**config.mk**
```make
export PLATFORM = sky130hd
export DESIGN_NAME = mips_mc_ctrl
export DESIGN_NICKNAME = d
export VERILOG_FILES = /design/src/rtl/mips_mc_ctrl.sv
export SDC_FILE = /design/constraint.sdc
export NUM_CORES = 1
export LEC_CHECK = 0
export ABC_AREA = 1
export BUFFER_PORTS_ARGS = -buffer_cell sky130_fd_sc_hd__clkbuf_2
export CORE_MARGIN = 3
export CORE_UTILIZATION = 30
export DETAILED_ROUTE_END_ITERATION = 7
export SYNTH_ARGS = -nofsm -noshare
export SYNTH_HDL_FRONTEND = slang
export SYNTH_SLANG_ARGS = --single-unit
export TNS_END_PERCENT = 20
```
**constraint.sdc**
```tcl
create_clock -name clk -period 1.6 [get_ports clk]
set_clock_uncertainty 0.1 [all_clocks]
set_input_delay 0.16 -clock clk [delete_from_list [all_inputs] [get_ports clk]]
set_output_delay 0.16 -clock clk [all_outputs]
set_load 0.005 [all_outputs]
```
**src/rtl/mips_mc_ctrl.sv**
```systemverilog
// Multicycle MIPS control FSM: FETCH/DECODE/EXEC/MEM/WB sequencing, ALU op select and bus timeouts.
// Optional macro ILLEGAL_TRAP_EN: an unsupported instruction parks the FSM in TRAP until reset.
module mips_mc_ctrl #(
   parameter int unsigned TIMEOUT_CYCLES = 15,
   parameter int unsigned TO_W           = 4
) (
   input  logic        clk,
   input  logic        rst,
   input  logic [31:0] instr,
   input  logic        zero,
   input  logic        imem_ack,
   input  logic        dmem_ack,
   output logic        imem_req,
   output logic        dmem_req,
   output logic        dmem_we,
   output logic        ir_write,
   output logic        pc_write,
   output logic [1:0]  pc_src,
   output logic [3:0]  alu_ctrl,
   output logic        alu_src_imm,
   output logic        imm_zext,
   output logic        reg_dst_rd,
   output logic        mem_to_reg,
   output logic        reg_write,
   output logic        bus_err,
   output logic        illegal
);

   // Handshake: a req stays high every cycle of its state until the matching ack is seen in that
   // same cycle; an ack arriving in any other state is ignored.

   localparam logic [3:0] ALU_NOP = 4'd0;
   localparam logic [3:0] ALU_ADD = 4'd1;
   localparam logic [3:0] ALU_SUB = 4'd2;
   localparam logic [3:0] ALU_AND = 4'd3;
   localparam logic [3:0] ALU_OR  = 4'd4;
   localparam logic [3:0] ALU_NOR = 4'd5;
   localparam logic [3:0] ALU_SLT = 4'd6;
   localparam logic [3:0] ALU_SLL = 4'd7;
   localparam logic [3:0] ALU_SRL = 4'd8;
   localparam logic [3:0] ALU_SRA = 4'd9;

   typedef enum logic [2:0] {
      S_FETCH,
      S_DECODE,
      S_EXEC,
      S_MEM,
      S_WB
`ifdef ILLEGAL_TRAP_EN
      , S_TRAP
`endif
   } state_t;

   typedef enum logic [3:0] {
      C_ILL, C_RALU, C_JR, C_IALU, C_LW, C_SW, C_BEQ, C_BNE, C_J
   } cls_t;

   state_t          state_q, state_d;
   logic [5:0]      opcode_q, funct_q;
   logic [3:0]      alu_ctrl_q;
   logic            illegal_q;
   logic [TO_W-1:0] to_cnt_q;

   cls_t            cls;
   logic [3:0]      dec_alu;
   logic            dec_zext, dec_imm, dec_rd;
   logic            req_wait, ack_now, expired;
   logic            unused_instr;

   assign unused_instr = ^instr[25:6];

   always_comb begin
      cls      = C_ILL;
      dec_alu  = ALU_NOP;
      dec_zext = 1'b0;
      case (opcode_q)
         6'h00: begin
            case (funct_q)
               6'h20, 6'h21: begin cls = C_RALU; dec_alu = ALU_ADD; end
               6'h22, 6'h23: begin cls = C_RALU; dec_alu = ALU_SUB; end
               6'h24:        begin cls = C_RALU; dec_alu = ALU_AND; end
               6'h25:        begin cls = C_RALU; dec_alu = ALU_OR;  end
               6'h27:        begin cls = C_RALU; dec_alu = ALU_NOR; end
               6'h2A:        begin cls = C_RALU; dec_alu = ALU_SLT; end
               6'h00:        begin cls = C_RALU; dec_alu = ALU_SLL; end
               6'h02:        begin cls = C_RALU; dec_alu = ALU_SRL; end
               6'h03:        begin cls = C_RALU; dec_alu = ALU_SRA; end
               6'h08:        cls = C_JR;
               default:      cls = C_ILL;
            endcase
         end
         6'h08, 6'h09: begin cls = C_IALU; dec_alu = ALU_ADD; end
         6'h0A:        begin cls = C_IALU; dec_alu = ALU_SLT; end
         6'h0C:        begin cls = C_IALU; dec_alu = ALU_AND; dec_zext = 1'b1; end
         6'h0D:        begin cls = C_IALU; dec_alu = ALU_OR;  dec_zext = 1'b1; end
         6'h23:        begin cls = C_LW;   dec_alu = ALU_ADD; end
         6'h2B:        begin cls = C_SW;   dec_alu = ALU_ADD; end
         6'h04:        begin cls = C_BEQ;  dec_alu = ALU_SUB; end
         6'h05:        begin cls = C_BNE;  dec_alu = ALU_SUB; end
         6'h02:        cls = C_J;
         default:      cls = C_ILL;
      endcase
   end

   assign dec_imm = (cls == C_IALU) || (cls == C_LW) || (cls == C_SW);
   assign dec_rd  = (cls == C_RALU);

   // An ack in the expiry cycle still completes the transfer, so expiry requires no ack.
   always_comb begin
      req_wait = (state_q == S_FETCH) || (state_q == S_MEM);
      ack_now  = ((state_q == S_FETCH) && imem_ack) || ((state_q == S_MEM) && dmem_ack);
      expired  = (TIMEOUT_CYCLES != 0) && req_wait && !ack_now &&
                 (to_cnt_q == TO_W'(TIMEOUT_CYCLES));
   end

   always_comb begin
      state_d     = state_q;
      imem_req    = 1'b0;
      dmem_req    = 1'b0;
      dmem_we     = 1'b0;
      ir_write    = 1'b0;
      pc_write    = 1'b0;
      pc_src      = 2'b00;
      alu_src_imm = 1'b0;
      imm_zext    = 1'b0;
      reg_dst_rd  = 1'b0;
      mem_to_reg  = 1'b0;
      reg_write   = 1'b0;
      bus_err     = 1'b0;
      if (!rst) begin
         if ((state_q == S_EXEC) || (state_q == S_MEM) || (state_q == S_WB)) begin
            alu_src_imm = dec_imm;
            imm_zext    = dec_zext;
            reg_dst_rd  = dec_rd;
         end
         case (state_q)
            S_FETCH: begin
               imem_req = !expired;
               if (imem_ack) begin
                  ir_write = 1'b1;
                  pc_write = 1'b1;
                  state_d  = S_DECODE;
               end else if (expired) begin
                  bus_err = 1'b1;
               end
            end
            S_DECODE: state_d = S_EXEC;
            S_EXEC: begin
               case (cls)
                  C_RALU, C_IALU: state_d = S_WB;
                  C_LW, C_SW:     state_d = S_MEM;
                  C_JR: begin
                     pc_write = 1'b1;
                     pc_src   = 2'b11;
                     state_d  = S_FETCH;
                  end
                  C_BEQ, C_BNE: begin
                     pc_write = (cls == C_BEQ) ? zero : !zero;
                     pc_src   = 2'b01;
                     state_d  = S_FETCH;
                  end
                  C_J: begin
                     pc_write = 1'b1;
                     pc_src   = 2'b10;
                     state_d  = S_FETCH;
                  end
`ifdef ILLEGAL_TRAP_EN
                  default: state_d = S_TRAP;
`else
                  default: state_d = S_FETCH;
`endif
               endcase
            end
            S_MEM: begin
               dmem_req = !expired;
               dmem_we  = !expired && (cls == C_SW);
               if (dmem_ack) begin
                  state_d = (cls == C_LW) ? S_WB : S_FETCH;
               end else if (expired) begin
                  bus_err = 1'b1;
                  state_d = S_FETCH;
               end
            end
            S_WB: begin
               reg_write  = 1'b1;
               mem_to_reg = (cls == C_LW);
               state_d    = S_FETCH;
            end
`ifdef ILLEGAL_TRAP_EN
            S_TRAP: state_d = S_TRAP;
`endif
            default: state_d = S_FETCH;
         endcase
      end
   end

   always_ff @(posedge clk or posedge rst) begin
      if (rst) begin
         state_q    <= S_FETCH;
         opcode_q   <= 6'd0;
         funct_q    <= 6'd0;
         alu_ctrl_q <= ALU_NOP;
         illegal_q  <= 1'b0;
         to_cnt_q   <= '0;
      end else begin
         state_q <= state_d;
         if ((state_q == S_FETCH) && imem_ack) begin
            opcode_q <= instr[31:26];
            funct_q  <= instr[5:0];
         end
         // alu_ctrl is loaded on the DECODE->EXEC edge and held until the next EXEC entry.
         if (state_q == S_DECODE) begin
            alu_ctrl_q <= dec_alu;
            illegal_q  <= (cls == C_ILL);
         end
`ifndef ILLEGAL_TRAP_EN
         else if (state_q == S_EXEC) begin
            illegal_q <= 1'b0;
         end
`endif
         if ((TIMEOUT_CYCLES == 0) || (state_d != state_q) || expired) begin
            to_cnt_q <= '0;
         end else if (req_wait) begin
            to_cnt_q <= to_cnt_q + TO_W'(1);
         end
      end
   end

   assign alu_ctrl = alu_ctrl_q;
   assign illegal  = illegal_q;

endmodule

```
======== Yosys cells after proc, flatten, opt, wreduce, memory -nomap -nowiden ========
Cells that the tools add are included.
cells by class
  $add $sub $neg .......................... 1
  equality and inequality tests ........... 35
  muxes and demuxes ....................... 47
  reduce and logical (&&, ||, !) cells .... 32
operators with widths
  kind                                                                   count
  6-bit equality test, second input constant                             10
  6-bit by 4-bit equality test with 1-bit output, second input constant  6
  4-bit case mux with 9 select lines                                     1
  1-bit 2-to-1 mux                                                       28
  4-bit case mux with 7 select lines                                     1
  4-bit case mux with 6 select lines                                     1
  6-bit by 2-bit equality test with 1-bit output, second input constant  3
  4-bit by 3-bit equality test with 1-bit output, second input constant  4
  2-bit OR reduction                                                     8
  3-bit 2-to-1 mux                                                       5
  6-bit by 3-bit equality test with 1-bit output, second input constant  2
  6-bit zero test                                                        2
  3-bit case mux with 4 select lines                                     1
  11-bit OR reduction                                                    1
  4-bit by 2-bit equality test with 1-bit output, second input constant  2
  4-bit equality test, second input constant                             2
  4-bit 2-to-1 mux                                                       2
  1-bit logical OR                                                       7
  3-bit by 2-bit equality test with 1-bit output, second input constant  2
  1-bit case mux with 2 select lines                                     3
  2-bit case mux with 3 select lines                                     1
  3-bit case mux with 2 select lines                                     1
  1-bit logical AND                                                      5
  5-bit OR reduction                                                     1
  12 further kinds                                                       16
storage, ports and cells
  bits in registers ....................... 24
  input bits .............................. 37
  output and inout bits ................... 18
  word-level logic and storage cells ...... 121

======== Longest topological paths before layout ========
  depth in word-level cells ............... 13
  mapped depth ............................ 14
  mapped depth without buffers ............ 14

======== Worst setup path after synthesis ========
OpenSTA, ideal clock, no wires.
  path kind ............................... register to output
  from .................................... register state_q[2]
  to ...................................... output port dmem_we
  data arrival time ....................... 1.339 ns
  data required time ...................... 1.340 ns
  slack ................................... 0.001 ns
  stages on the path, launching flop included .. 10
  buffers on the path ..................... 0
  path through ............................ dfrtp_1 nor2_2 nand3_2 nand2_1 inv_2 nand2_4 inv_1 nor3_1 nand2_1 nor2_1
on the way
  word-level cells in the longest chain between the ends .. 10
  elaborated cells between the ends (all ways) .. 13
  those cells by class .................... eq/ne: 1; mux: 2; reduce/logical: 10
ends and longest elaborated chain
  item                                                                                      line           RTL
  start, declared                                                                           58             state_t state_q, state_d;
  start signal, assigned                                                                    206            state_q <= state_d;
  3-bit by 2-bit equality test with 1-bit output / 3-bit zero test (equally long branches)  110, 111, 136
  1-bit logical AND                                                                         111            ack_now = ((state_q == S_FETCH) && imem_ack) || ((state_q == S_MEM) && dmem_ack);
  1-bit logical OR                                                                          111
  1-bit zero test                                                                           112            expired = (TIMEOUT_CYCLES != 0) && req_wait && !ack_now &&
  1-bit logical AND (2 in series)                                                           112
  1-bit zero test                                                                           176            dmem_we = !expired && (cls == C_SW);
  1-bit logical AND                                                                         176
  1-bit 2-to-1 mux (*)                                                                      136            case (state_q)
  1-bit 2-to-1 mux (*)                                                                      130            if (!rst) begin
  end, declared                                                                             15             output logic dmem_we,
Mark *: on every way between the ends. The rest lies on a longest branch, timed or not.

======== Worst setup path after layout ========
  from .................................... register funct_q[3]
  to ...................................... output port reg_dst_rd
on the way
  word-level cells in the longest chain between the ends .. 7
  elaborated cells between the ends (all ways) .. 18
  those cells by class .................... eq/ne: 12; mux: 4; reduce/logical: 2
ends and longest elaborated chain
  item                                                                          line  RTL
  start, declared                                                               59    logic [5:0] opcode_q, funct_q;
  start signal, assigned                                                        209   funct_q <= instr[5:0];
  6-bit by 2-bit equality test with 1-bit output, or another cell as far along  78    case (funct_q)
  11-bit OR reduction (no line)                                                 --
  2-bit case mux with 2 select lines (*)                                        78
  4-bit case mux with 7 select lines (*)                                        76    case (opcode_q)
  4-bit by 1-bit equality test with 1-bit output (*)                            106   assign dec_rd = (cls == C_RALU);
  1-bit 2-to-1 mux (*)                                                          131   if ((state_q == S_EXEC) || (state_q == S_MEM) || (state_q == S_WB)) begin
  1-bit 2-to-1 mux (*)                                                          130
  end, declared                                                                 22    output logic reg_dst_rd,
Marks and branches as above.

==> impl_metrics.ini <==
[clocking]
cts.sinks = 24
clkTransAtPathRegs_ps = 90
cts_tree = built
cts_buffers = 3
cts_buffer_depth = 2
cts_root_buf = clkbuf_8
insertion_delay_ps = 270
htreeDepth = 1

[cells_and_area]
layout.cells.most_common_list = buf_4, nand2_1, clkbuf_2, inv_1, nor2_1
final_nets = 395
area_growth_pct = 68.85
final_common_cell = buf_4
seq_area_um2 = 608.1
drive_above_1_share = 0.4944
multiInputGateArea_um2 = 1066
final_util = 0.5349
diodes = 0
finalNonFillerCells = 426
fill_cells = 495

[worst_setup_path]
cp_top_family = simple AND/OR/NAND/NOR gates
critPathSlowestCell = dfrtp_2
critPathMaxFanout = 4
cp.required_ps = 1340
regToRegEndpoint = alu_ctrl[1]
critPathLaunchType = flip-flop
crit_path_max_incr_delay_ps = 460
end_kind = primary output
cp.arrival_ps = 1830
reg2reg_slack_ps = -350
reg2reg_depth = 13
path_cells = inv_2 > nor2_1 > nand3_2 > nand2_2 > nor2_1 > nand2_1 > nand2_1 > nand2_2 > nor3_4 > buf_6 > nor3_2 > buf_2
worstReg2RegStart = funct_q[3]
cp_num_buf_inv = 3
worstSetupPathType = reg2out

[route]
vias = 1882
avgViaCountPerCell = 4.418
firstDrtPassIters = 4
ant_nets = 0
drt_iter0_markers = 69
wl_mm = 4.594
drc = 0
wl_per_cell_um = 10.78

[power]
power.density_nw_per_um2 = 1549
p_leak_nw = 1.469
vdd_ir_drop_max_v = 0.0007357
total_power_w = 0.004340

[sta]
fin_ws_ps = -492.0
tightestPinTransition_ps = 326.0
setup_viol = 22
grt_setup_unrepaired = true
tns_ps = -5462
clock.fmax_mhz = 478.0
slew_headroom = 0.7824
period_share = 1.308
finalCriticalPeriod_ps = 2092
slew_viol_final = 0
finalHoldViolCount = 0

[die]
placementRows = 26
io_pins = 55
die_h_um = 80.37
core-area_um2 = 5238
die_w_um = 80.37
initial_core_util = 0.3168
dieArea_um2 = 6459

[yosys]
synth_area_per_cell_um2 = 6.800
synth_top_area_cell = dfrtp_1
ys_seq_area_frac = 0.3620
synth_area_um2 = 1659
synth_nets = 282
synth_top_area_share = 0.3620
synth_cells = 244
synthTopCellsByArea = dfrtp_1, nand2_1, inv_1
yosys.cell_types.count = 33
ys.warnings.count = 0
ys_ff_latch = 24

[placement]
dpl.hpwl_mm = 3.409
dpl.cell_count = 398
gp_congestion = 0.8551
port_buffers = 34

[global_route]
grt_max_degree = 24
grt_overflow = 0
grt_pass1_vias = 1757
grt.total_usage = 0.1440
grt_pass1_wl_mm = 7.534
antenna_found_initial = 0

[run_status]
violations = negative setup slack
status = finished, violations left

[hold_path]
hp-class = in2reg
min_from = instr[2]
hold_path_end = funct_q[2]
min_delay_path_depth = 3

[job]
maxCapViolCount = 0
-- area by class of cell --
type                       instances  area share
sequential                        24      0.2171
inverter                          37     0.05047
clock buffer                       3     0.01474
timing repair buffer             112      0.2952
tap                               70     0.03126
multi-input combinational        179      0.3805
clock inverter                     1     0.01072
-- stage by stage --
stage               hold slack [ps]  setup slack [ps]  instance area, um2
floorplan                     86.21             1.231                1659
global placement              212.6            -198.1                2323
detailed placement            202.2            -205.0                2323
CTS                           6.418            -424.7                2648
global route                  20.52            -649.4                2801
finish                        7.044            -492.0                2801
-- cells by family (layout without fill, tap and decap cells) --
kind of cell / after synthesis / count (layout) / synth area share
flops: 24 / 24 / 0.3620
buf+inv: 41 / 153 / 0.09955
compound gates: 31 / 31 / 0.1101
xor+xnor: 4 / 4 / 0.02112
fa+ha+maj: 1 / 1 / 0.007540
simple gates: 142 / 142 / 0.3937
mux: 1 / 1 / 0.006033
-- what timing repair did --
action                                  CTS  global route
pin swaps                                 5            15
setup buffers                             6             8
endpoints found under the setup margin   20            24
hold endpoints to repair                 15             0
hold buffers                             10             0
cloned                                    0             0
gates resized for setup                  34            33
-- sequential cells by signal (all words and copies together) (netlist names) --
register	flops
alu_ctrl	4
funct_q	6
opcode_q	6
illegal	1
state_q	3
to_cnt_q	4
-- Yosys cell counts, drive strengths merged --
cell,n
clkbuf,2
and3,1
ha,1
xnor2,2
o21bai,2
dfrtp,24
o22ai,1
mux2i,1
nor4,1
buf,2
o31ai,1
nor3,10
nor2,39
nand4,3
nand3,19
nand2,68
nand3b,1
inv,37
o21ai,19
a211oi,2
xor2,2
o2111ai,2
a21oi,4
-- how the worst max path moves through the flow --
stage                           from     endpoint  slack (ps)  cells after the start
after CTS                 funct_q[3]   mem_to_reg        -420                     12
after global placement    state_q[0]  to_cnt_q[3]        -200                     14
after global routing      funct_q[4]   reg_dst_rd        -650                     12
after floorplan           state_q[2]      dmem_we           1                      9
final                     funct_q[3]   reg_dst_rd        -490                     12
after detailed placement  state_q[0]  to_cnt_q[0]        -210                     14
-- worst reg2reg max path: stages (launching register included) --
cell	delay (ps)
dfrtp_2	460
inv_2	90
nor2_1	60
nand3_2	90
nand2_2	60
buf_4	130
buf_4	120
buf_4	120
buf_4	120
buf_4	120
o21ai_1	130
nand3_1	80
o21ai_1	130
nand2_1	60
-- power by group --
part           switching, W  internal (W)  leakage, nW
Clock              0.000201      0.000334       0.0357
Combinational       0.00131       0.00135         1.13
Sequential         0.000291      0.000848        0.302
-- metal layers --
layer  vias up  track usage  wire length (um)
li1       1004            -                 -
met1       839       0.1926              2218
met2        35       0.2359              2168
met3         4      0.02466               153
met4         0      0.04392                55
met5         -            0                 0
(Power assumes the default switching activity.)
